==> src/rtl/hazard_pkg.sv <==
// Shared types and constants for the hazard scoreboard: the in-flight entry
// record, the register-file forwarding select and the default stage indices.
package hazard_pkg;

    // Widest register address the entry record can hold; narrower addresses are zero-extended.
    localparam int SB_DEST_W = 8;

    typedef struct packed {
        logic                 valid;
        logic [SB_DEST_W-1:0] dest;
        logic                 wb_en;
        logic                 mem_r_en;
    } sb_entry_t;

    localparam int FWD_REGFILE = 0;

    localparam int STG_EXE = 1;
    localparam int STG_MEM = 2;
    localparam int STG_WB  = 3;

endpackage

==> src/rtl/hazard_src_match.sv <==
// Per-source comparator: flags which tracked stages will write this source
// and picks the youngest one as the forwarding select.
module hazard_src_match
    import hazard_pkg::*;
#(
    parameter int REG_ADDR_W = 5,
    parameter int PIPE_DEPTH = STG_WB,
    parameter int SEL_W      = $clog2(PIPE_DEPTH + 1)
) (
    input  logic [REG_ADDR_W-1:0]       i_src,
    input  logic                        i_used,
    input  sb_entry_t [PIPE_DEPTH:1]    i_entries,
    output logic [PIPE_DEPTH:1]         o_match,
    output logic [SEL_W-1:0]            o_sel,
    output logic                        o_load_use
);

    // NOTE: every output gets a default before the loop so no path leaves one unassigned (no latch).
    always_comb begin
        o_match = '0;
        o_sel   = SEL_W'(FWD_REGFILE);
        // Walk oldest to youngest so the smallest matching stage is written last and wins.
        for (int k = PIPE_DEPTH; k >= 1; k--) begin
            o_match[k] = i_used && (i_src != '0) && i_entries[k].valid &&
                         i_entries[k].wb_en && (i_entries[k].dest == SB_DEST_W'(i_src));
            if (o_match[k]) begin
                o_sel = SEL_W'(k);
            end
        end
        o_load_use = o_match[STG_EXE] && i_entries[STG_EXE].mem_r_en;
    end

endmodule

==> src/rtl/hazard_scoreboard.sv <==
// Hazard detection and forwarding-select unit beside ID: a shift record of the
// destinations in EXE..WB drives stall, forwarding selects and a stall counter.
module hazard_scoreboard
    import hazard_pkg::*;
#(
    parameter int REG_ADDR_W = 5,
    parameter int PIPE_DEPTH = STG_WB,
    parameter int SEL_W      = $clog2(PIPE_DEPTH + 1),
    parameter int CNT_W      = 16
) (
    input  logic                  clk,
    input  logic                  rst,
    input  logic                  forward_en,
    input  logic                  id_valid,
    input  logic [REG_ADDR_W-1:0] id_src1,
    input  logic [REG_ADDR_W-1:0] id_src2,
    input  logic                  id_src2_valid,
    input  logic [REG_ADDR_W-1:0] id_dest,
    input  logic                  id_wb_en,
    input  logic                  id_mem_r_en,
    input  logic                  flush,
    output logic                  hazard_detected,
    output logic [SEL_W-1:0]      fwd_sel1,
    output logic [SEL_W-1:0]      fwd_sel2,
    output logic [CNT_W-1:0]      stall_cnt
);

    // WB is excluded from stall-only hazards: the register file writes before ID reads.
    localparam logic [PIPE_DEPTH:1] STALL_MASK = {1'b0, {(PIPE_DEPTH-1){1'b1}}};

    sb_entry_t [PIPE_DEPTH:1] r_entries;
    logic [CNT_W-1:0]         r_stall_cnt;

    logic [PIPE_DEPTH:1] w_match1, w_match2;
    logic [SEL_W-1:0]    w_sel1, w_sel2;
    logic                w_load_use1, w_load_use2;
    logic                w_raw;
    sb_entry_t           w_new;

    hazard_src_match #(.REG_ADDR_W(REG_ADDR_W), .PIPE_DEPTH(PIPE_DEPTH), .SEL_W(SEL_W)) u_src1 (
        .i_src      (id_src1),
        .i_used     (1'b1),
        .i_entries  (r_entries),
        .o_match    (w_match1),
        .o_sel      (w_sel1),
        .o_load_use (w_load_use1)
    );

    hazard_src_match #(.REG_ADDR_W(REG_ADDR_W), .PIPE_DEPTH(PIPE_DEPTH), .SEL_W(SEL_W)) u_src2 (
        .i_src      (id_src2),
        .i_used     (id_src2_valid),
        .i_entries  (r_entries),
        .o_match    (w_match2),
        .o_sel      (w_sel2),
        .o_load_use (w_load_use2)
    );

    assign w_raw = forward_en ? (w_load_use1 || w_load_use2)
                              : |((w_match1 | w_match2) & STALL_MASK);

    assign hazard_detected = w_raw && id_valid && !flush;
    assign fwd_sel1        = forward_en ? w_sel1 : SEL_W'(FWD_REGFILE);
    assign fwd_sel2        = forward_en ? w_sel2 : SEL_W'(FWD_REGFILE);
    assign stall_cnt       = r_stall_cnt;

    // A stalled, flushed or empty ID slot enters EXE as a bubble.
    always_comb begin
        w_new.valid    = id_valid && !flush && !hazard_detected;
        w_new.dest     = SB_DEST_W'(id_dest);
        w_new.wb_en    = id_wb_en;
        w_new.mem_r_en = id_mem_r_en;
    end

    // NOTE: state uses non-blocking assignments so every entry shifts from its pre-edge neighbour.
    // NOTE: the whole record is cleared on reset; payload could be left alone, but it is only a few flops.
    always_ff @(posedge clk) begin
        if (!rst) begin
            r_entries   <= '0;
            r_stall_cnt <= '0;
        end else begin
            r_entries[1] <= w_new;
            for (int k = 2; k <= PIPE_DEPTH; k++) begin
                r_entries[k] <= r_entries[k-1];
            end
            if (hazard_detected && (r_stall_cnt != '1)) begin
                r_stall_cnt <= r_stall_cnt + CNT_W'(1);
            end
        end
    end

endmodule

==> config.mk <==
export PLATFORM = sky130hd
export DESIGN_NAME = hazard_scoreboard
export DESIGN_NICKNAME = d
export VERILOG_FILES = /design/src/rtl/hazard_pkg.sv /design/src/rtl/hazard_src_match.sv /design/src/rtl/hazard_scoreboard.sv
export SDC_FILE = /design/constraint.sdc
export NUM_CORES = 1
export LEC_CHECK = 0
export CAP_MARGIN = 20
export CORE_ASPECT_RATIO = 0.75
export CORE_MARGIN = 1
export CORE_UTILIZATION = 32
export DETAILED_ROUTE_END_ITERATION = 12
export PLACE_DENSITY = 0.58
export SLEW_MARGIN = 20
export SYNTH_ARGS = -nofsm -noshare
export SYNTH_HDL_FRONTEND = slang
export SYNTH_SLANG_ARGS = --single-unit
==> constraint.sdc <==
create_clock -name clk -period 6.7 [get_ports clk]
set_input_delay 2.01 -clock clk [delete_from_list [all_inputs] [get_ports clk]]
set_output_delay 2.01 -clock clk [all_outputs]
set_load 0.03 [all_outputs]
# [Word level (Yosys, flattened, before mapping)]
# Index checks and enable logic that the tools add are counted.
[totals] reg_bits=47 input_bits=23
[classes] n_addsub=1 eq_ne=7 muxes=9 n_bitwise=1 n_reduce_logical=32
[op_table] op="$eq A8 B5 Y1" count=6
[op_table] op="$logic_and A1 B1 Y1" count=26
[op_table] op="$add A16 B1 Y16 const B" count=1
[op_table] op="$mux W2" count=8
[op_table] op="$ne A16 B16 Y1 const B" count=1
[op_table] op="$reduce_bool A5 Y1" count=2
[op_table] op="$logic_not A1 Y1" count=2
[op_table] op="$or A2 B2 Y2" count=1
[op_table] op="$reduce_or A2 Y1" count=1
[op_table] op="$logic_or A1 B1 Y1" count=1
[op_table] op="$mux W1" count=1

# [Longest topological paths before layout]
# Gate-level depths: netlist of run 1.
[depth] word_depth=12 depth_mapped=9

# [Cells and area by module]
# From an unflattened synthesis of run 1, not the netlist that was laid out.
[unflattened] cells_unflattened=233 hier_area_um2=2109.5
[modules_own_cells] module="hazard_scoreboard" n_inst=1 cells_each=163 area_per_inst_um2=1571.5
[modules_own_cells] module="hazard_src_match" n_inst=2 cells_each=35 area_per_inst_um2=269.0

# [Worst setup path after synthesis of run 1]
# OpenSTA, ideal clock, no wires.
[synth_path] kind="input to output" startpoint="input port id_src2[1]" endpoint="output port hazard_detected" arrival_time_ns=3.652 setup_slack_ns=1.038 path_stages=7 path_buffers=1 cell_sequence="or4_1 o21ai_1 nor4_2 o41ai_2 a21o_2 buf_4 inv_2"
[synth_via] elab_chain_cells=10 elab_cells_between_ends=17
[synth_lines] item="start: declaration" line="hazard_scoreboard.sv:16" source="input logic [REG_ADDR_W-1:0] id_src2,"
[synth_lines] item="$reduce_bool A5 Y1" line="hazard_src_match.sv:24" source="o_match[k] = i_used && (i_src != '0) && i_entries[k].valid &&"
[synth_lines] item="$logic_and A1 B1 Y1 (3 in series)" line="hazard_src_match.sv:24"
[synth_lines] item="$logic_and A1 B1 Y1" line="hazard_src_match.sv:25" source="i_entries[k].wb_en && (i_entries[k].dest == SB_DEST_W'(i_src));"
[synth_lines] item="$or A2 B2 Y2 / $logic_and A1 B1 Y1 (equally long branches)" line="hazard_scoreboard.sv:59, hazard_src_match.sv:30"
[synth_lines] item="$reduce_or A2 Y1 / $logic_or A1 B1 Y1 (equally long branches)" line="hazard_scoreboard.sv:59, hazard_scoreboard.sv:58"
[synth_lines] item="$mux W1 *" line="hazard_scoreboard.sv:58" source="assign w_raw = forward_en ? (w_load_use1 || w_load_use2)"
[synth_lines] item="$logic_and A1 B1 Y1 * (2 in series)" line="hazard_scoreboard.sv:61" source="assign hazard_detected = w_raw && id_valid && !flush;"
[synth_lines] item="end: declaration" line="hazard_scoreboard.sv:22" source="output logic hazard_detected,"
# Every way passes the cells marked *; elsewhere a longest branch is shown, timed or not.

# [Worst setup path after layout of run 1]
[layout_path] startpoint="input port id_src1[2]" endpoint="output port hazard_detected"
[layout_via] elab_chain_cells=9 elab_cells_between_ends=16
[layout_lines] item="start: declaration" line="hazard_scoreboard.sv:15" source="input logic [REG_ADDR_W-1:0] id_src1,"
[layout_lines] item="$reduce_bool A5 Y1" line="hazard_src_match.sv:24"
[layout_lines] item="$logic_and A1 B1 Y1 (2 in series)" line="hazard_src_match.sv:24"
[layout_lines] item="$logic_and A1 B1 Y1" line="hazard_src_match.sv:25"
[layout_lines] item="$or A2 B2 Y2 / $logic_and A1 B1 Y1 (equally long branches)" line="hazard_scoreboard.sv:59, hazard_src_match.sv:30"
[layout_lines] item="$reduce_or A2 Y1 / $logic_or A1 B1 Y1 (equally long branches)" line="hazard_scoreboard.sv:59, hazard_scoreboard.sv:58"
[layout_lines] item="$mux W1 *" line="hazard_scoreboard.sv:58"
[layout_lines] item="$logic_and A1 B1 Y1 * (2 in series)" line="hazard_scoreboard.sv:61"
# Marked as above.

==> results by group, run 1 <==
Routing
  • DR top layer: met4
  • WL met2: 1710 um
  • Met1 WL: 2519 um
  • DR iter-0 viols: 52
  • DRT antenna net count: 0
  • Wire length on met3: 229 um
  • Final WL: 4516 um
  • First-pass detailed-route iteration total: 4
  • Routed vias: 1684
  • Vias per inst: 4.784
  • Drt drc: 0
  • DR WL/cell: 12.83 um

Floorplan
  • Placeable Area: 0.005886 mm2
  • FP Rows: 24
  • Die width: 92.65 um
  • DIE AREA: 0.006483 mm2
  • Die Ht: 69.98 um
  • IO Pins: 44
  • Initial Utilization: 33.50%

Clock tree
  • CTS buffer count: 5
  • Clock Pin Slew Worst Setup and Hold Paths: 0.07 ns
  • CTS Buffer Depth: 2
  • Max H-tree Level: 2
  • Clk root buf: clkbuf_8
  • TritonCTS clock tree: built
  • CTS Sinks: 38
  • Post-cts hold buffer count: 0
  • Worst-skew pair later-pin latency: 0.29 ns

Worst setup path
  • R2R depth: 8
  • Worst r2r src: r_entries[1]
  • Reg2reg end: stall_cnt[7]
  • Startpoint types: input port
  • Critical Path Fanout Max: 4
  • Cell chain of the critical path: clkdlybuf4s50_1 -> inv_2 -> a2111o_1 -> nor4_4 -> o41ai_2 -> a21o_2 -> inv_2 -> clkdlybuf4s50_1
  • Slowest CP cell: clkdlybuf4s50_1
  • Max incr delay on CP: 0.65 ns
  • Worst EP arrival: 4.48 ns
  • Nature of the critical path endpoint: output pin
  • Buf+Inv Stages, Crit Path: 4
  • WP data required: 4.69 ns
  • Critical path class: input port to output pin
  • Top delay family on crit path: buffers and inverters
  • Worst R2R Setup Slack: 4.10 ns

Power
  • Max VDD drop: 131.2 uV
  • PwrDens: 193.1 mW/mm2
  • Total power: 0.5198 mW
  • Combinational Power Share: 9.2%
  • Clock power frac: 45.4%
  • Leakage power: 0.8773 nW
  • Sequential power share: 45.4%
  • Switching share of power: 21.49%
  • Int Pwr: 0.4081 mW
  • Sw Pwr: 0.1117 mW

STA
  • Final hold violations: 0
  • Setup TNS: 0 ns
  • Layout Skew: 0.005848 ns
  • Endpoints failing setup: 0
  • RSZ-0062 raised after global routing: no
  • Period utilization: 96.88%
  • Max Clk Rate: 154.1 MHz
  • Final hold slack: 0.4750 ns
  • Slew margin rel.: 71.51%
  • Final period demand of the worst path: 6.491 ns
  • Pins Over Slew Limit: 0
  • Least-Margin Pin Slew: 0.4240 ns

Global routing
  • Initial antenna violation count: 0
  • GR Overflow Total: 0
  • Vias in the first global route: 1572
  • Largest net degree at the start of global routing: 39
  • Total track usage: 14.62%
  • First-pass GRT wire length: 7493 um

Cells and area
  • Share of cells above drive strength 1: 12.77%
  • Layout overhead on the synthesized area: 36.55%
  • Layout fillers: 590
  • Final net count: 297
  • Post-route cell area: 0.002693 mm2
  • Antenna Cells: 0

Synthesis
  • Asr flop ratio synth: 0%
  • Synthesized area: 0.001972 mm2
  • Syn_nets: 243
  • Top cell type by total area after synthesis: dfxtp_1
  • Post-synth top area share: 38.58%
  • Gate Count Post-Synth: 219
  • Syn_area_per_cell: 9.004 um2
  • Post-synth top cells: dfxtp_1, xnor2_1, and2_1
  • Top cells by area, synth: dfxtp_1, xnor2_1, and2_1, nor4_2, mux2i_1
  • Top_reg_cell synth: dfxtp_1
  • Number of synthesized flops with an enable pin: 0
  • Count leader, synth: dfxtp_1
  • Yosys reg bits: 38
  • YS warnings: 0
  • Synth cell types: 37
  • Register area share after synthesis: 38.58%

Place
  • RD Place Congestion: 0.9503
  • Number of buffers added on ports: 43
  • Placed wire-length estimate: 3440 um
  • Cell area after placement: 0.002549 mm2

Hold path
  • Hold Startpoint: r_entries[10]
  • Worst hold path class: flip-flop to flip-flop
  • Hold Crit Depth: 1
  • Hold EP: r_entries[21]

Run
  • Max cap viols: 0

Run status
  • Status: completed
[sequential cells by signal (all words and copies together) (netlist names)]
signal and cells:
r_entries 22, stall_cnt 16
[power by group through the flow]
stage                     clock network (mW)  logic [mW]  registers (mW)
final                                  0.236      0.0478           0.236
after detailed placement                   0      0.0476           0.242
after global routing                   0.247      0.0525           0.237
after global placement                     0      0.0480           0.242
after CTS                              0.241      0.0478           0.236
after floorplan                            0      0.0236           0.240
[per-layer routing]
metal	GRT usage, %	up-vias
met5	0	-
met4	5.128	0
met3	2.832	5
met2	19.01	42
met1	23.21	770
li1	-	867
[kinds of logic after synthesis]
group	after synthesis	share of synthesized area [%]
XOR/XNOR	27	11.99
AND/OR/NAND/NOR	103	32.11
AO/OA/AOI/OAI	25	8.820
flip-flops	38	38.58
buffers and inverters	17	3.807
multiplexers	8	4.061
adder cells (fa/ha/maj)	1	0.6344
[area by class of cell]
type / instances / area [um2] / share of cell area, %
Multi-Input combinational cell: 164 / 1142 / 42.43
Sequential cell: 38 / 760.7 / 28.25
Timing Repair Buffer: 55 / 520.5 / 19.33
Tap cell: 78 / 97.59 / 3.625
Clock buffer: 5 / 68.82 / 2.556
Clock inverter: 3 / 68.82 / 2.556
Inverter: 9 / 33.78 / 1.255
[stage by stage]
stage / worst slack (ns) / util (%) / cells
after floorplan: 1.038 / - / 219
after global placement: 0.1459 / 43.30 / 344
after detailed placement: 0.1371 / 43.30 / 344
after CTS: 0.1180 / 45.64 / 352
after global routing: 0.04581 / 45.75 / 352
final: 0.2093 / 45.75 / 352
[worst max-delay path by stage]
stage,startpoint,to,cells past startpoint
2_1_floorplan,id_src2[1],hazard_detected,7
3_3_place_gp,id_src2[1],hazard_detected,8
3_5_place_dp,id_src1[2],hazard_detected,8
4_1_cts,id_src2[1],hazard_detected,8
5_1_grt,id_src2[1],hazard_detected,8
6_report,id_src1[2],hazard_detected,8
[cells in the final DEF, fill, tap and decap left out, drive strengths merged, types with 3 or more instances in the layout]
| cell | netlist | final |
|---|---|---|
| xnor2 | 24 | 24 |
| xor2 | 3 | 3 |
| o31ai | 5 | 5 |
| or4 | 7 | 7 |
| nor3 | 6 | 6 |
| clkdlybuf4s50 | 0 | 43 |
| clkbuf | 6 | 5 |
| nand2 | 19 | 19 |
| o21a | 3 | 3 |
| buf | 2 | 12 |
| a21oi | 7 | 7 |
| o21ai | 5 | 5 |
| nor4 | 11 | 11 |
| dfxtp | 38 | 38 |
| nand2b | 7 | 7 |
| mux2i | 8 | 8 |
| and2 | 20 | 20 |
| nor2b | 4 | 4 |
| nor2 | 7 | 7 |
| nand4 | 8 | 8 |
| inv | 8 | 8 |
| nand3 | 8 | 8 |
[what timing repair did]
action                     4_1_cts  5_1_grt
setup buffers                    0        0
setup endpoints to repair        0        1
resized for setup                0        2
Power figures use the tool's default switching activity.
==> run 2: changes to the inputs <==
Settings changed: ABC_AREA set to 1, PLACE_DENSITY 0.58 to 0.56.
==> results by group, run 2 <==
Cells and area
  • Max FFs per register: 22 (unchanged)
  • Antenna Cells: 0 (unchanged)
  • Final net count: 410 (+38%)
  • Most common cell after layout, fill and taps aside: nand2_1
  • Layout overhead on the synthesized area: 25.95%
  • Most flop-heavy register: r_entries
  • Layout Cells excl Fill: 485 (+38%)
  • Layout fillers: 726 (+23%)
  • Highest-count cells in the layout ignoring fill and taps: nand2_1, inv_1, clkdlybuf4s50_1
  • Share of cells above drive strength 1: 16.02% (+3.2 points)

Floorplan
  • IO Pins: 44 (unchanged)
  • FP Rows: 26 (+8.3%)
  • Initial Utilization: 33.85% (+0.34 points)
  • Die Ht: 76.49 um (+9.3%)
  • Die width: 101.3 um (+9.4%)
  • DIE AREA: 0.007749 mm2 (+20%)
  • Placeable Area: 0.006994 mm2 (+19%)

Global routing
  • Initial antenna violation count: 0 (unchanged)
  • First-pass GRT wire length: 9742 um (+30%)
  • Total track usage: 16.13% (+1.5 points)
  • Largest net degree at the start of global routing: 26 (-33%)
  • Vias in the first global route: 1916 (+22%)
  • GR Overflow Total: 0 (unchanged)

Place
  • Setup WS pre-CTS: 0.3271 ns (+0.1900 ns)
  • RD Place Congestion: 0.8394 (-12%)
  • Number of buffers added on ports: 43 (unchanged)
  • Dpl cells: 477 (+39%)
  • Placed wire-length estimate: 4341 um (+26%)

Worst setup path
  • Worst R2R Setup Slack: 4.51 ns (+0.41 ns)
  • Worst r2r src: stall_cnt[0]
  • Nature of the critical path endpoint: output pin
  • Critical Path Fanout Max: 6 (+2)
  • CP Capture Point: fwd_sel2[0]
  • R2R depth: 7 (-1)
  • Startpoint types: input port
  • Worst EP arrival: 4.36 ns (-0.12 ns)
  • Critical path class: input port to output pin
  • WP data required: 4.69 ns (about the same)
  • Worst Setup SP: id_src2[0]
  • Reg2reg end: stall_cnt[4]

Synthesis
  • Top_reg_cell synth: dfxtp_1
  • Yosys reg bits: 38 (unchanged)
  • Number of synthesized flops with an enable pin: 0 (unchanged)
  • Post-synth top cells: nand2_1, inv_1, dfxtp_1
  • Syn_area_per_cell: 6.922 um2 (-23%)
  • Top cells by area, synth: dfxtp_1, nand2_1, inv_1, xor2_1, nand4_1
  • Syn_nets: 366 (+51%)
  • Synthesized area: 0.002367 mm2 (+20%)
  • Register area share after synthesis: 32.14% (-6.4 points)
  • Post-synth top area share: 32.14% (-6.4 points)
  • Count leader, synth: nand2_1
  • Gate Count Post-Synth: 342 (+56%)
  • Asr flop ratio synth: 0% (unchanged)
  • Synth cell types: 35 (-5.4%)
  • Top cell type by total area after synthesis: dfxtp_1
  • YS warnings: 0 (unchanged)

Run
  • Max cap viols: 0 (unchanged)

STA
  • Final hold slack: 0.4327 ns (-0.04233 ns)
  • RSZ-0062 raised after global routing: no
  • Pins Over Slew Limit: 0 (unchanged)
  • Final period demand of the worst path: 6.370 ns (-0.1210 ns)
  • Slew margin rel.: 56.22% (-15 points)
  • Setup TNS: 0 ns (unchanged)
  • Final worst slack: 0.3303 ns (+0.1210 ns)
  • Least-Margin Pin Slew: 0.6560 ns (+0.2320 ns)
  • Final hold violations: 0 (unchanged)
  • Endpoints failing setup: 0 (unchanged)
  • Layout Skew: 0.005824 ns (-0.00002484 ns)
  • Period utilization: 95.07% (-1.8 points)
  • Max Clk Rate: 157.0 MHz (+1.9%)

Hold path
  • Worst hold path class: flip-flop to flip-flop

Power
  • Total power: 0.4576 mW (-12%)
  • PwrDens: 153.5 mW/mm2 (-21%)
  • Leakage power: 1.369 nW (+56%)
  • Max VDD drop: 64.68 uV (-51%)

Run status
  • Status: completed

Routing
  • Drt drc: 0 (unchanged)
  • Vias per inst: 4.485 (-6.3%)
  • Final WL: 5829 um (+29%)
  • DR WL/cell: 12.02 um (-6.3%)
  • First-pass detailed-route iteration total: 4 (unchanged)
  • DRT antenna net count: 0 (unchanged)
  • Routed vias: 2175 (+29%)
  • DR iter-0 viols: 128 (+150%)

Clock tree
  • TritonCTS clock tree: built
  • CTS Sinks: 38 (unchanged)
  • Number of gates resized after cts: 0 (unchanged)
  • Clk root buf: clkbuf_8
  • Max H-tree Level: 2 (unchanged)
  • CTS buffer count: 5 (unchanged)
  • Worst-skew pair later-pin latency: 0.29 ns (about the same)
  • Post-cts hold buffer count: 0 (unchanged)
  • Post-CTS Setup Inserts: 0 (unchanged)
  • Clock Pin Slew Worst Setup and Hold Paths: 0.08 ns (about the same)
  • CTS Buffer Depth: 2 (unchanged)
## run 2: kinds of logic after synthesis
| kind of cell | share of synthesized area, % |
|---|---|
| XOR/XNOR | 8.510 |
| AO/OA/AOI/OAI | 7.717 |
| adder cells (fa/ha/maj) | 0.5285 |
| flip-flops | 32.14 |
| AND/OR/NAND/NOR | 39.85 |
| buffers and inverters | 11.26 |
## run 2: layer usage
| metal | vias up | routed length (um) | track usage (%) |
|---|---|---|---|
| li1 | 1147 | - | - |
| met1 | 975 | 3361 | 25.74 |
| met2 | 48 | 2161 | 21.36 |
| met3 | 5 | 255 | 2.844 |
| met4 | 0 | 51 | 4.348 |
| met5 | - | 0 | 0 |
## run 2: report_power, final
part / switching, mW / leakage, nW / total (mW) / internal, mW
logic: 0.0310 / 1.01 / 0.0554 / 0.0244
clock network: 0.0838 / 0.0472 / 0.167 / 0.0828
registers: 0.00481 / 0.310 / 0.236 / 0.231
total: 0.120 / 1.37 / 0.458 / 0.338
## run 2: through the flow
step                instance area, um2  utilization, %
floorplan                         2367               -
global placement                  2887           41.27
detailed placement                2887           41.27
CTS                               2982           42.63
global route                      2982           42.63
finish                            2982           42.63
## run 2: critical path: stages
cell             delay, ns
clkdlybuf4s50_1       0.50
or2_2                 0.34
a21oi_1               0.16
nand2_1               0.07
nor4_1                0.38
nand2_1               0.09
a21oi_1               0.13
clkdlybuf4s50_1       0.68
## run 2: cell type report
type / count / area [um2] / area share, %
clock buffers: 6 / 82.58 / 2.770
multi-input cells: 238 / 1340 / 44.94
repair buffers: 45 / 445.4 / 14.94
clock inverters: 2 / 12.51 / 0.4196
inverters: 58 / 217.7 / 7.302
well taps: 98 / 122.6 / 4.112
flip-flops and latches: 38 / 760.7 / 25.51
## run 2: worst min-delay path by stage
stage                        startpoint       endpoint  slack [ns]  depth (start not counted)
after floorplan            r_entries[1]  r_entries[12]        0.41                          2
after global placement     r_entries[1]  r_entries[12]        0.42                          2
after detailed placement  r_entries[10]  r_entries[21]        0.42                          2
after CTS                 r_entries[10]  r_entries[21]        0.43                          2
after global routing      r_entries[10]  r_entries[21]        0.45                          2
final                     r_entries[10]  r_entries[21]        0.43                          2
==> run 3: changes to the inputs <==
--- a/config.mk
+++ b/config.mk
@@ -13,3 +13,4 @@
 export DETAILED_ROUTE_END_ITERATION = 12
-export PLACE_DENSITY = 0.56
+export DONT_BUFFER_PORTS = 1
+export PLACE_DENSITY = 0.49
 export SLEW_MARGIN = 20
==> constraint.sdc (replaced) <==
create_clock -name clk -period 6.7 [get_ports clk]
set_input_delay 1.005 -clock clk [delete_from_list [all_inputs] [get_ports clk]]
set_output_delay 1.005 -clock clk [all_outputs]
set_load 0.03 [all_outputs]
==> results by group, run 3 (synthesis gave the netlist of run 2 again) <==
Run status
  • Status: completed

Routing
  • Routed vias: 2042 (-6.1%)
  • DRT antenna net count: 0 (unchanged)
  • Vias per inst: 4.630 (+3.3%)
  • First-pass detailed-route iteration total: 4 (unchanged)
  • DR iter-0 viols: 86 (-33%)
  • Drt drc: 0 (unchanged)
  • Final WL: 5879 um (+0.86%)
  • DR WL/cell: 13.33 um (+11%)

Worst setup path
  • Startpoint types: input port
  • Worst EP arrival: 2.60 ns (-1.76 ns)
  • Slowest CP cell: a21oi_1
  • Critical path class: input port to output pin
  • Buf+Inv Stages, Crit Path: 0 (-2)
  • Worst R2R Setup Slack: 4.26 ns (-0.25 ns)
  • Nature of the critical path endpoint: output pin
  • Reg2reg end: stall_cnt[1]
  • Max incr delay on CP: 0.53 ns (-0.15 ns)
  • Cell chain of the critical path: or2_2 -> a21oi_1 -> nand2_1 -> nor4_1 -> nand2_1 -> a21oi_1
  • Critical Path Fanout Max: 6 (unchanged)
  • Top delay family on crit path: simple AND/OR/NAND/NOR gates
  • Worst r2r src: stall_cnt[1]
  • WP data required: 5.69 ns (+1.00 ns)
  • R2R depth: 8 (+1)

STA
  • Final period demand of the worst path: 3.604 ns (-2.766 ns)
  • RSZ-0062 raised after global routing: no
  • Slew margin rel.: 55.38% (-0.84 points)
  • Endpoints failing setup: 0 (unchanged)
  • Pins Over Slew Limit: 0 (unchanged)
  • Least-Margin Pin Slew: 0.6714 ns (+0.01538 ns)
  • Final hold violations: 0 (unchanged)
  • Period utilization: 53.79% (-41 points)
  • Setup TNS: 0 ns (unchanged)
  • Layout Skew: 0.005990 ns (+0.0001661 ns)
  • Max Clk Rate: 277.5 MHz (+77%)

Floorplan
  • Die Ht: 76.49 um (unchanged)
  • Die width: 101.3 um (unchanged)
  • IO Pins: 44 (unchanged)
  • Initial Utilization: 33.85% (unchanged)
  • Placeable Area: 0.006994 mm2 (unchanged)
  • FP Rows: 26 (unchanged)
  • DIE AREA: 0.007749 mm2 (unchanged)

Cells and area
  • Highest-count cells in the layout ignoring fill and taps: nand2_1, inv_1, dfxtp_1
  • Most flop-heavy register: r_entries
  • Most common cell after layout, fill and taps aside: nand2_1
  • Max FFs per register: 22 (unchanged)
  • Post-route cell area: 0.002559 mm2 (-14%)
  • Final net count: 366 (-11%)
  • Layout overhead on the synthesized area: 8.087%
  • Share of cells above drive strength 1: 17.78% (+1.8 points)
  • Antenna Cells: 0 (unchanged)

Place
  • Number of buffers added on ports: 0 (-100%)
  • RD Place Congestion: 0.8539 (+1.7%)
  • Placed wire-length estimate: 4384 um (+1.0%)
  • Cell area after placement: 0.002449 mm2 (-15%)

Clock tree
  • Clock Pin Slew Worst Setup and Hold Paths: 0.08 ns (about the same)
  • Number of gates resized after cts: 0 (unchanged)
  • Post-CTS Setup Inserts: 0 (unchanged)
  • Clk root buf: clkbuf_8
  • Worst-skew pair later-pin latency: 0.29 ns (about the same)
  • Max H-tree Level: 2 (unchanged)
  • CTS Sinks: 38 (unchanged)
  • CTS buffer count: 5 (unchanged)
  • Post-cts hold buffer count: 0 (unchanged)
  • TritonCTS clock tree: built
  • CTS Buffer Depth: 2 (unchanged)

Run
  • Max cap viols: 0 (unchanged)

Global routing
  • First-pass GRT wire length: 9846 um (+1.1%)
  • Vias in the first global route: 1934 (+0.94%)
  • Largest net degree at the start of global routing: 26 (unchanged)
  • Busiest grt layer: met1
  • Routing usage on met1: 25.62% (-0.12 points)
  • Initial antenna violation count: 0 (unchanged)
  • GR Util met3: 4.037% (+1.2 points)
  • Met2 GRT Util: 21.29% (-0.068 points)
  • Total track usage: 16.24% (+0.12 points)
  • GR Overflow Total: 0 (unchanged)

Power
  • Leakage power: 1.218 nW (-11%)
  • PwrDens: 180.5 mW/mm2 (+18%)
  • Max VDD drop: 80.19 uV (+24%)

Hold path
  • Hold Crit Depth: 2 (unchanged)
  • Hold EP: r_entries[21]
  • Hold Startpoint: r_entries[10]
  • Worst hold path class: flip-flop to flip-flop
-- run 3: changes by cell type in the layout (fill, tap and decap cells not counted) --
cell	delta
clkdlybuf4s50_1	-43
clkinvlp_4	-1
buf_4	-1
clkinv_2	-1
clkbuf_8	+2
-- run 3: per-stage QoR --
| step | std cells | hold WS, ns | setup WS (ns) | total power, mW | util, % |
|---|---|---|---|---|---|
| 6_report | 441 | 0.4301 | 3.096 | 0.4619 | 36.58 |
| 5_1_grt | 441 | 0.4631 | 3.005 | 0.4859 | 36.58 |
| 4_1_cts | 441 | 0.4307 | 3.131 | 0.4689 | 36.58 |
| 3_5_place_dp | 433 | 0.4190 | 3.137 | 0.2767 | 35.01 |
| 3_3_place_gp | 433 | 0.4159 | 3.126 | 0.2766 | 35.01 |
| 2_1_floorplan | 342 | 0.4071 | 3.428 | 0.2708 | - |
-- run 3: layer usage --
| layer | wire length, um | part of all wire [%] |
|---|---|---|
| met3 | 367 | 6.2 |
| met1 | 3320 | 56 |
| met4 | 37 | 0.63 |
| met5 | 0 | 0 |
| met2 | 2153 | 37 |
-- run 3: worst register-to-register path, cell delays in order (launching register included) --
cell and delay (ns):
dfxtp_1 0.57, ha_1 0.26, nand2_1 0.13, nor2_2 0.27
nand4_2 0.45, nand3_4 0.46, nand2_1 0.10, nand2_1 0.07
nor2_1 0.04
-- run 3: power breakdown --
| part | switching (mW) | total (mW) | internal (mW) |
|---|---|---|---|
| Combinational | 0.0223 | 0.0357 | 0.0134 |
| Sequential | 0.00487 | 0.236 | 0.231 |
| Clock | 0.0863 | 0.190 | 0.104 |
| Total | 0.114 | 0.462 | 0.348 |
-- run 3: worst max path at each step --
stage | end | from | depth (start not counted)
finish | fwd_sel2[0] | id_src2[0] | 6
global route | fwd_sel2[0] | id_src2[0] | 6
CTS | fwd_sel2[0] | id_src2[0] | 6
detailed placement | fwd_sel2[0] | id_src2[0] | 6
global placement | fwd_sel2[0] | id_src2[0] | 6
floorplan | fwd_sel2[0] | id_src2[0] | 6
-- run 3: cell type report --
cell class / count / area (um2)
Fill cell: 766 / 4436
Multi-Input combinational cell: 238 / 1340
Sequential cell: 38 / 760.7
Inverter: 58 / 217.7
Tap cell: 98 / 122.6
Clock buffer: 8 / 110.1
Timing Repair Buffer: 1 / 7.507
